[src/rtl/mc_ctrl_pkg.sv]
// mc_ctrl_pkg: state encoding and datapath select constants for mc_ctrl_fsm
package mc_ctrl_pkg;
  typedef logic [3:0] state_t;
  localparam state_t S_FETCH    = 4'd0;
  localparam state_t S_DECODE   = 4'd1;
  localparam state_t S_MEMADR   = 4'd2;
  localparam state_t S_MEMRD    = 4'd3;
  localparam state_t S_MEMWB    = 4'd4;
  localparam state_t S_MEMWR    = 4'd5;
  localparam state_t S_EXECUTER = 4'd6;
  localparam state_t S_EXECUTEI = 4'd7;
  localparam state_t S_ALUWB    = 4'd8;
  localparam state_t S_BRANCH   = 4'd9;
  localparam state_t S_MCEXEC   = 4'd10;
  localparam state_t S_MCWB     = 4'd11;
  localparam state_t S_FAULT    = 4'd15;
  localparam logic [1:0] SRCA_PC    = 2'b01;
  localparam logic [1:0] SRCA_OLDPC = 2'b10;
  localparam logic [1:0] SRCB_IMM   = 2'b01;
  localparam logic [1:0] SRCB_FOUR  = 2'b10;
  localparam logic [1:0] RES_MEM    = 2'b01;
  localparam logic [1:0] RES_ALU    = 2'b10;
  localparam logic [1:0] RES_MC     = 2'b11;
endpackage

[src/rtl/mc_ctrl_fsm_mem_wait_timer.sv]
// mem_wait_timer: counts consecutive not-ready cycles in a memory wait state and flags timeout
// Ports: clk, reset (sync, active-high); i_wait = FSM is in FETCH/MEMRD/MEMWR;
// i_ready = mem_ready; o_timeout = this is the MAX_MEM_WAIT-th cycle and memory is still not ready.
module mem_wait_timer #(
  parameter int MAX_MEM_WAIT = 15
) (
  input  logic clk,
  input  logic reset,
  input  logic i_wait,
  input  logic i_ready,
  output logic o_timeout
);
  localparam int W = $clog2(MAX_MEM_WAIT + 1);
  logic [W-1:0] r_cnt;
  logic         w_stall;
  assign w_stall   = i_wait && !i_ready;
  assign o_timeout = w_stall && r_cnt == W'(MAX_MEM_WAIT - 1);
  // A ready cycle always leaves the wait state, so clearing on anything but a stall
  // is the same as clearing on entry.
  always_ff @(posedge clk)
    r_cnt <= reset ? '0 : w_stall ? r_cnt + W'(1) : '0;
endmodule

[src/rtl/mc_ctrl_fsm.sv]
// mc_ctrl_fsm: multicycle main control FSM with memory wait states and multi-cycle unit handshake
// Ports: clk, reset (sync, active-high); Op/Funct/IsMc/IsFpu from decoder; mem_ready, mc_done
// handshakes; datapath controls IRWrite..ResultSrc, MemReq, McStart, Fault; state_o debug.
// Macro MC_CTRL_MEM_TIMEOUT_EN enables the memory wait timeout (MAX_MEM_WAIT cycles) into FAULT.
module mc_ctrl_fsm
  import mc_ctrl_pkg::*;
#(
  parameter int MAX_MEM_WAIT = 15
) (
  input  logic       clk,
  input  logic       reset,
  input  logic [1:0] Op,
  input  logic [5:0] Funct,
  input  logic       IsMc,
  input  logic       IsFpu,
  input  logic       mem_ready,
  input  logic       mc_done,
  output logic       IRWrite,
  output logic       AdrSrc,
  output logic       NextPC,
  output logic       RegW,
  output logic       MemW,
  output logic       FPUW,
  output logic       Branch,
  output logic       ALUOp,
  output logic [1:0] ALUSrcA,
  output logic [1:0] ALUSrcB,
  output logic [1:0] ResultSrc,
  output logic       MemReq,
  output logic       McStart,
  output logic       Fault,
  output logic [3:0] state_o
);
  state_t r_state, w_next;
  logic   r_fpu, r_mc_first, w_timeout, w_unused;
  assign w_unused = ^{Funct[4:1], 8'(MAX_MEM_WAIT)};
`ifdef MC_CTRL_MEM_TIMEOUT_EN
  logic w_wait;
  assign w_wait = r_state inside {S_FETCH, S_MEMRD, S_MEMWR};
  mem_wait_timer #(.MAX_MEM_WAIT(MAX_MEM_WAIT)) u_timer (
    .clk       (clk),
    .reset     (reset),
    .i_wait    (w_wait),
    .i_ready   (mem_ready),
    .o_timeout (w_timeout)
  );
`else
  assign w_timeout = 1'b0;
`endif
  always_comb begin
    w_next = S_FETCH;
    case (r_state)
      S_FETCH:    w_next = w_timeout ? S_FAULT : mem_ready ? S_DECODE : S_FETCH;
      S_DECODE:   w_next = Op == 2'b01 ? S_MEMADR : Op == 2'b10 ? S_BRANCH : Op == 2'b11 ? S_FAULT :
                           IsMc ? S_MCEXEC : Funct[5] ? S_EXECUTEI : S_EXECUTER;
      S_EXECUTER,
      S_EXECUTEI: w_next = S_ALUWB;
      S_MEMADR:   w_next = Funct[0] ? S_MEMRD : S_MEMWR;
      S_MEMRD:    w_next = w_timeout ? S_FAULT : mem_ready ? S_MEMWB : S_MEMRD;
      S_MEMWR:    w_next = w_timeout ? S_FAULT : mem_ready ? S_FETCH : S_MEMWR;
      S_MCEXEC:   w_next = mc_done ? S_MCWB : S_MCEXEC;
      S_FAULT:    w_next = S_FAULT;
      default:    w_next = S_FETCH;
    endcase
  end
  always_ff @(posedge clk) begin
    if (reset) begin
      r_state    <= S_FETCH;
      r_fpu      <= 1'b0;
      r_mc_first <= 1'b0;
    end else begin
      r_state    <= w_next;
      r_fpu      <= r_state == S_DECODE ? IsFpu : r_fpu;
      r_mc_first <= r_state == S_DECODE && Op == 2'b00 && IsMc;
    end
  end
  always_comb begin
    {IRWrite, AdrSrc, NextPC, RegW, MemW, FPUW, Branch, ALUOp, MemReq, McStart, Fault} = '0;
    {ALUSrcA, ALUSrcB, ResultSrc} = '0;
    case (r_state)
      S_FETCH: begin
        {MemReq, ALUSrcA, ALUSrcB, ResultSrc} = {1'b1, SRCA_PC, SRCB_FOUR, RES_ALU};
        {IRWrite, NextPC} = {2{mem_ready}};
      end
      S_DECODE:   {ALUSrcA, ALUSrcB, ResultSrc} = {SRCA_PC, SRCB_FOUR, RES_ALU};
      S_EXECUTER: ALUOp = 1'b1;
      S_EXECUTEI: {ALUSrcB, ALUOp} = {SRCB_IMM, 1'b1};
      S_MEMADR:   ALUSrcB = SRCB_IMM;
      S_MEMRD:    {MemReq, AdrSrc} = 2'b11;
      S_MEMWR:    {MemReq, AdrSrc, MemW} = 3'b111;
      S_MEMWB:    {RegW, ResultSrc} = {1'b1, RES_MEM};
      S_ALUWB:    RegW = 1'b1;
      S_MCEXEC:   McStart = r_mc_first;
      S_MCWB:     {ResultSrc, FPUW, RegW} = {RES_MC, r_fpu, ~r_fpu};
      S_BRANCH:   {Branch, ALUSrcA, ALUSrcB, ResultSrc} = {1'b1, SRCA_OLDPC, SRCB_IMM, RES_ALU};
      S_FAULT:    Fault = 1'b1;
      default:    ;
    endcase
  end
  assign state_o = r_state;
endmodule
[config.mk]
export PLATFORM = sky130hd
export DESIGN_NAME = mc_ctrl_fsm
export DESIGN_NICKNAME = d
export VERILOG_FILES = /design/src/rtl/mc_ctrl_pkg.sv /design/src/rtl/mc_ctrl_fsm_mem_wait_timer.sv /design/src/rtl/mc_ctrl_fsm.sv
export SDC_FILE = /design/constraint.sdc
export NUM_CORES = 1
export LEC_CHECK = 0
export CAP_MARGIN = 20
export CORE_UTILIZATION = 38
export CTS_BUF_LIST = sky130_fd_sc_hd__clkbuf_8
export DETAILED_ROUTE_END_ITERATION = 10
export GPL_TIMING_DRIVEN = 0
export PLACE_DENSITY = 0.89
export REMOVE_ABC_BUFFERS = 1
export SLEW_MARGIN = 15
export SYNTH_ARGS = -nofsm -noshare
export SYNTH_HDL_FRONTEND = slang
export SYNTH_SLANG_ARGS = --single-unit
[constraint.sdc]
create_clock -name clk -period 1.4 [get_ports clk]
set_input_delay 0.14 -clock clk [delete_from_list [all_inputs] [get_ports clk]]
set_output_delay 0.14 -clock clk [all_outputs]
set_load 0.005 [all_outputs]
After elaboration in Yosys (flattened, before gate mapping). Index checks and enable logic that the tools add are counted.

Reduce and logical (&&, ||, !) cells: 11. Bitwise logic cells: 1. Mux-type cells: 24. Eq/ne operators: 15.

Operators with widths (number): $pmux W4 S8 (1); $eq A4 B4 Y1 const B (5); $eq A4 B3 Y1 const B (4); $mux W4 (4); $mux W1 (12); $mux W3 (3); $reduce_or A3 Y1 (3); $eq A4 B2 Y1 const B (2); $pmux W2 S2 (2); $reduce_or A2 Y1 (4); $pmux W2 S3 (1); $eq A2 B2 Y1 const B (2); $eq A4 B1 Y1 const B (1); $logic_not A4 Y1 (1); $eq A2 B1 Y1 const B (1); $logic_and A1 B1 Y1 (2); $logic_not A2 Y1 (1); $pmux W1 S2 (1); $not A1 Y1 (1).

Bits in registers: 6. Output and inout port bits: 21.

Depth between registers and ports, before layout.
Depth after elaboration: 6. Gate-level depth with buffers: 6. Gate-level depth less buffers: 4.

Worst setup path before layout. No wires, ideal clock.

Path type: flip-flop to output port. Start point: register r_state[3], in the netlist state_o[3]. End point: output port NextPC. Required time: 1.260 ns. Stages on the path, launching flop included: 6. Arrival: 1.194 ns. Setup slack: 0.066 ns. Path buffers: 3. Cells stage by stage: dfxtp_1 -> clkbuf_2 -> buf_2 -> nor3_1 -> and3_1 -> buf_4.

Cells in the longest elaborated chain, start to end: 2.

RTL lines: from (decl) (RTL line mc_ctrl_fsm.sv:34) `state_t r_state, w_next;`; from (signal assigned) (RTL line mc_ctrl_fsm.sv:72) `r_state <= w_next;`; $logic_not A4 Y1; $mux W1; to (decl) (RTL line mc_ctrl_fsm.sv:20) `output logic NextPC,`.

Every way passes these cells.

Final worst setup path.
Start point: register r_state[3], in the netlist state_o[3]. End point: output port FPUW.

Cells in the longest elaborated chain, start to end: 2.

RTL lines: $eq A4 B4 Y1 (RTL line mc_ctrl_fsm.sv:80) `case (r_state)`; $mux W1 (RTL line mc_ctrl_fsm.sv:80); to (decl) (RTL line mc_ctrl_fsm.sv:23) `output logic FPUW,`.

Every way passes these cells.

==> results.md <==
- 0 antenna diodes ended up in the layout.
- The die extent in y is 41.38 µm.
- Data on the critical path is required at its endpoint by 1.26 ns.
- For the worst setup path, the data arrival time is 1.39 ns.
- In the post-synthesis netlist, the biggest area contributors are dfxtp_1 (20%), nor2_1 (7.0%), nor3_1 (5.9%).
- In this run the remaining antenna-violating nets after routing total 0.
- The worst-case clock buffer depth is 2.
- After detailed routing, the average wire length per cell comes to 19.90 µm.
- The post-place instance area is 860.8 µm².
- The buffering stage count on the worst path with inverters included is 2.
- The x dimension of the die is 41.38 µm.
- The number of fillers in the final layout is 64.
- The layout cell share with drive strength beyond 1 is 43.94%.
- The via count of the first global-routing pass came to 775.
- The I/O pin total is 35.
- The element type at the critical path start is a register.
- The hold-fix buffer count after cts is 0.
- The library cell with the largest summed area after synthesis is dfxtp_1.
- The minimum hold slack is 0.5985 ns.
- In this run, synthesis produced a sequential element count of 6.
- nor2_1 is the most common cell in the netlist.
- After global routing the overflow that remains totals 0.
- The via count normalized by instance count is 6.306.
- The initial antenna violation count came to 0.
- The worst setup path is of the register to output port kind.
- The category of the worst setup path capture point is an output port.
- The critical path goes through inv_4 -> nor2_4 -> nand3_2 -> nor2_1 -> dlygate4sd2_1.
- The sequential cell area is 135.1 µm².
- The smallest setup slack after layout is -0.1324 ns.
- In this run the biggest area consumer among cell types represents 20.38% of the synthesized area.
- Summing all multi-input logic gate instances after layout gives 554.3 µm².
- For this configuration, the core starts out at a cell density of 43.13%.
- The static leakage is 0.0005747 µW.
- The number of cells on the worst reg-to-reg path is 6.
- Dividing total power by cell area gives a power density of 941.7 nW/µm².
- The checks that failed: setup timing.
- The flow ran to the end, but the final reports show violations.
- At the pin with the least slew margin, the transition time is 0.2885 ns.
- For this run, design rule violations remaining after detail routing come to 0.
- The number of hold violations in the final report was 0.
- The standard-cell row count is 13.
- The layout overhead on the synthesized area is 106.8%.
- Input and output buffers added on the ports amount to 30.
- The total setup violations reported at the end of the flow is 7.
- The final count of pins violating max slew is 0.
- The synthesized area per cell is 6.774 µm².
- Entering global routing, the biggest net connects 12 pins.
- Max-cap violations in this run came to 0.
- The worst path in the final design needs a cycle of 1.532 ns, including I/O delays and setup.
- The period utilization is 109.5%.
- The global-route wire length before repair is 3.470 mm.
- Across every metal layer, demand over resource in global routing totals 32.45%.
- The finished cells cover 1219 µm².
- The tightest min-delay check is of the primary input to register type.
- In this run the worst path has a maximum fanout of 6.
- In this run the most critical hold path is launched from reset.
- Clock-pin slew was measured on the worst setup and hold paths at 0.04 ns.
- The maximum clock skew at final layout is 0.0003680 ns.
- The final setup TNS is -0.5834 ns.
- TritonCTS built the clock tree.
- In this run the tightest slew margin relative to its limit is 80.72%.
- For this run, the number of Yosys warnings is 0.
- Yosys mapped the design onto 34 distinct sky130hd cell types.
- The family with the most delay on the worst path is simple AND/OR/NAND/NOR gates.
- The clock latency reported for the late side of the worst-skew pair is 0.23 ns.
- The critical path starts at state_o[3]$_SDFF_PP0_.
- The tree built by TritonCTS fans out to 6 sinks.
- The aggregate routed wire length is 2.925 mm.
- The cell with the biggest individual delay on the critical path is dfxtp_4.
- Measured on the finished design, the core utilization comes to 89.19%.
- The root cell of the clock tree is clkbuf_8.
- The most used flip-flop cell after synthesis is dfxtp_1.
- Summing over every cut layer, the via total after detailed routing is 927.
- The iteration-0 DRC count of the detailed router is 49.
- By count the netlist is led by nor2_1 (11), nor3_1 (7), dfxtp_1 (6), o21ai_0 (6), nand2_1 (5).
- The share of the Yosys chip area taken by registers is 20.38%.
- Setup repair after global routing could not meet its margin everywhere.
- The synthesized instance count is 87.
- The startpoint of the worst-slack reg-to-reg timing path is state_o[1]$_SDFF_PP0_.
- The global placement routability congestion is 0.8433.
- Timing would allow up to 652.6 MHz.
- The count of TritonRoute iterations in the first routing pass is 4.
- In this run, synthesis inferred 0 flip-flops with an integrated enable.
- IR analysis of the VDD net gives a maximum drop of 0.0006263 V.
- The cell area after synthesis is 589.3 µm².
- The number of clock buffers added by TritonCTS is 3.
- Detailed placement finished with a half-perimeter wire length of 1.157 mm.
- Counting buffers and inverters, the worst setup path is 5 cells deep.
- The worst hold path cell count is 2.
- The async set or reset register ratio after synthesis is 0%.
- The full die area is 1712 µm².
- The H-tree level count is 1.
- The delay of the slowest critical-path stage is 0.41 ns.
- The net total in the final layout is 148.
- The floorplan step defined a core boundary enclosing 1366 µm².
[flip-flops by register name, indices dropped and copies added, names as in the netlist]
| register | cells |
|---|---|
| r_fpu | 1 |
| state_o | 4 |
| r_mc_first | 1 |
[final cells by class]
class / count / area share [%]
multi-input cells: 68 / 45.48
repair buffers: 51 / 37.06
flip-flops and latches: 6 / 11.09
clock buffers: 3 / 3.388
well taps: 15 / 1.540
inverters: 4 / 1.437
[cell usage in the layout (no fill, tap or decap), drive strengths merged, types with 3 or more instances in the layout]
master	instances
buf	28
nor2	11
clkdlybuf4s50	10
nor3	8
dlygate4sd2	6
o21ai	6
dfxtp	6
nand2b	5
nand2	5
clkbuf	5
inv	4
a21oi	3
dlymetal6s2s	3
and3	3
o31ai	3
nand3	3
[report_power, final]
part	leakage, µW	internal, µW	total [µW]	switching [µW]
Combinational	0.000501	340	636	296
Sequential	0.0000518	193	232	39.0
Clock	0.0000216	186	279	93.1
[worst paths after layout]
check,to,slack [ns]
worst max-delay path,FPUW,-0.13
worst min-delay path,state_o[0]$_SDFF_PP0_,0.60
worst max register to register,state_o[2]$_SDFF_PP0_,0.02
worst min register to register,r_fpu$_SDFFE_PP0P_,0.64
[cell families after synthesis]
logic type / count (synthesis) / synth area share (%)
flops: 6 / 20.38
xor+xnor: 1 / 1.486
buf+inv: 13 / 10.61
compound gates: 22 / 25.05
simple gates: 44 / 40.76
mux: 1 / 1.699
[routing by layer]
layer / wire [µm] / GRT usage, % / vias up / part of all wire (%)
met5: 0 / 0 / - / 0
met4: 96 / 21.77 / 0 / 3.3
met3: 290 / 9.043 / 13 / 9.9
met2: 1362 / 53.52 / 71 / 47
met1: 1175 / 35.96 / 439 / 40
li1: - / - / 404 / -
[worst reg2reg max path, stage by stage, from the launching register on]
cell and delay (ns):
dfxtp_4 0.36, buf_4 0.14, buf_8 0.13, buf_6 0.12, nor4b_2 0.28, o31ai_1 0.12, a21oi_1 0.15
[through the flow]
| stage | power (µW) | worst slack [ns] | cells |
|---|---|---|---|
| final | 1148 | -0.1324 | 147 |
| after global routing | 1192 | -0.1908 | 147 |
| after CTS | 1011 | -0.1463 | 145 |
| after detailed placement | 633.9 | -0.6553 | 123 |
| after global placement | 624.5 | -0.6590 | 123 |
| after floorplan | 416.1 | -0.05211 | 78 |
[repair_timing]
action / in CTS / in global routing
setup endpoints to repair: 27 / 19
pin swaps: 3 / 5
endpoints found under the hold margin: 0 / 0
gates resized for setup: 62 / 37
setup buffers: 19 / 3
(Power assumes the default switching activity.)
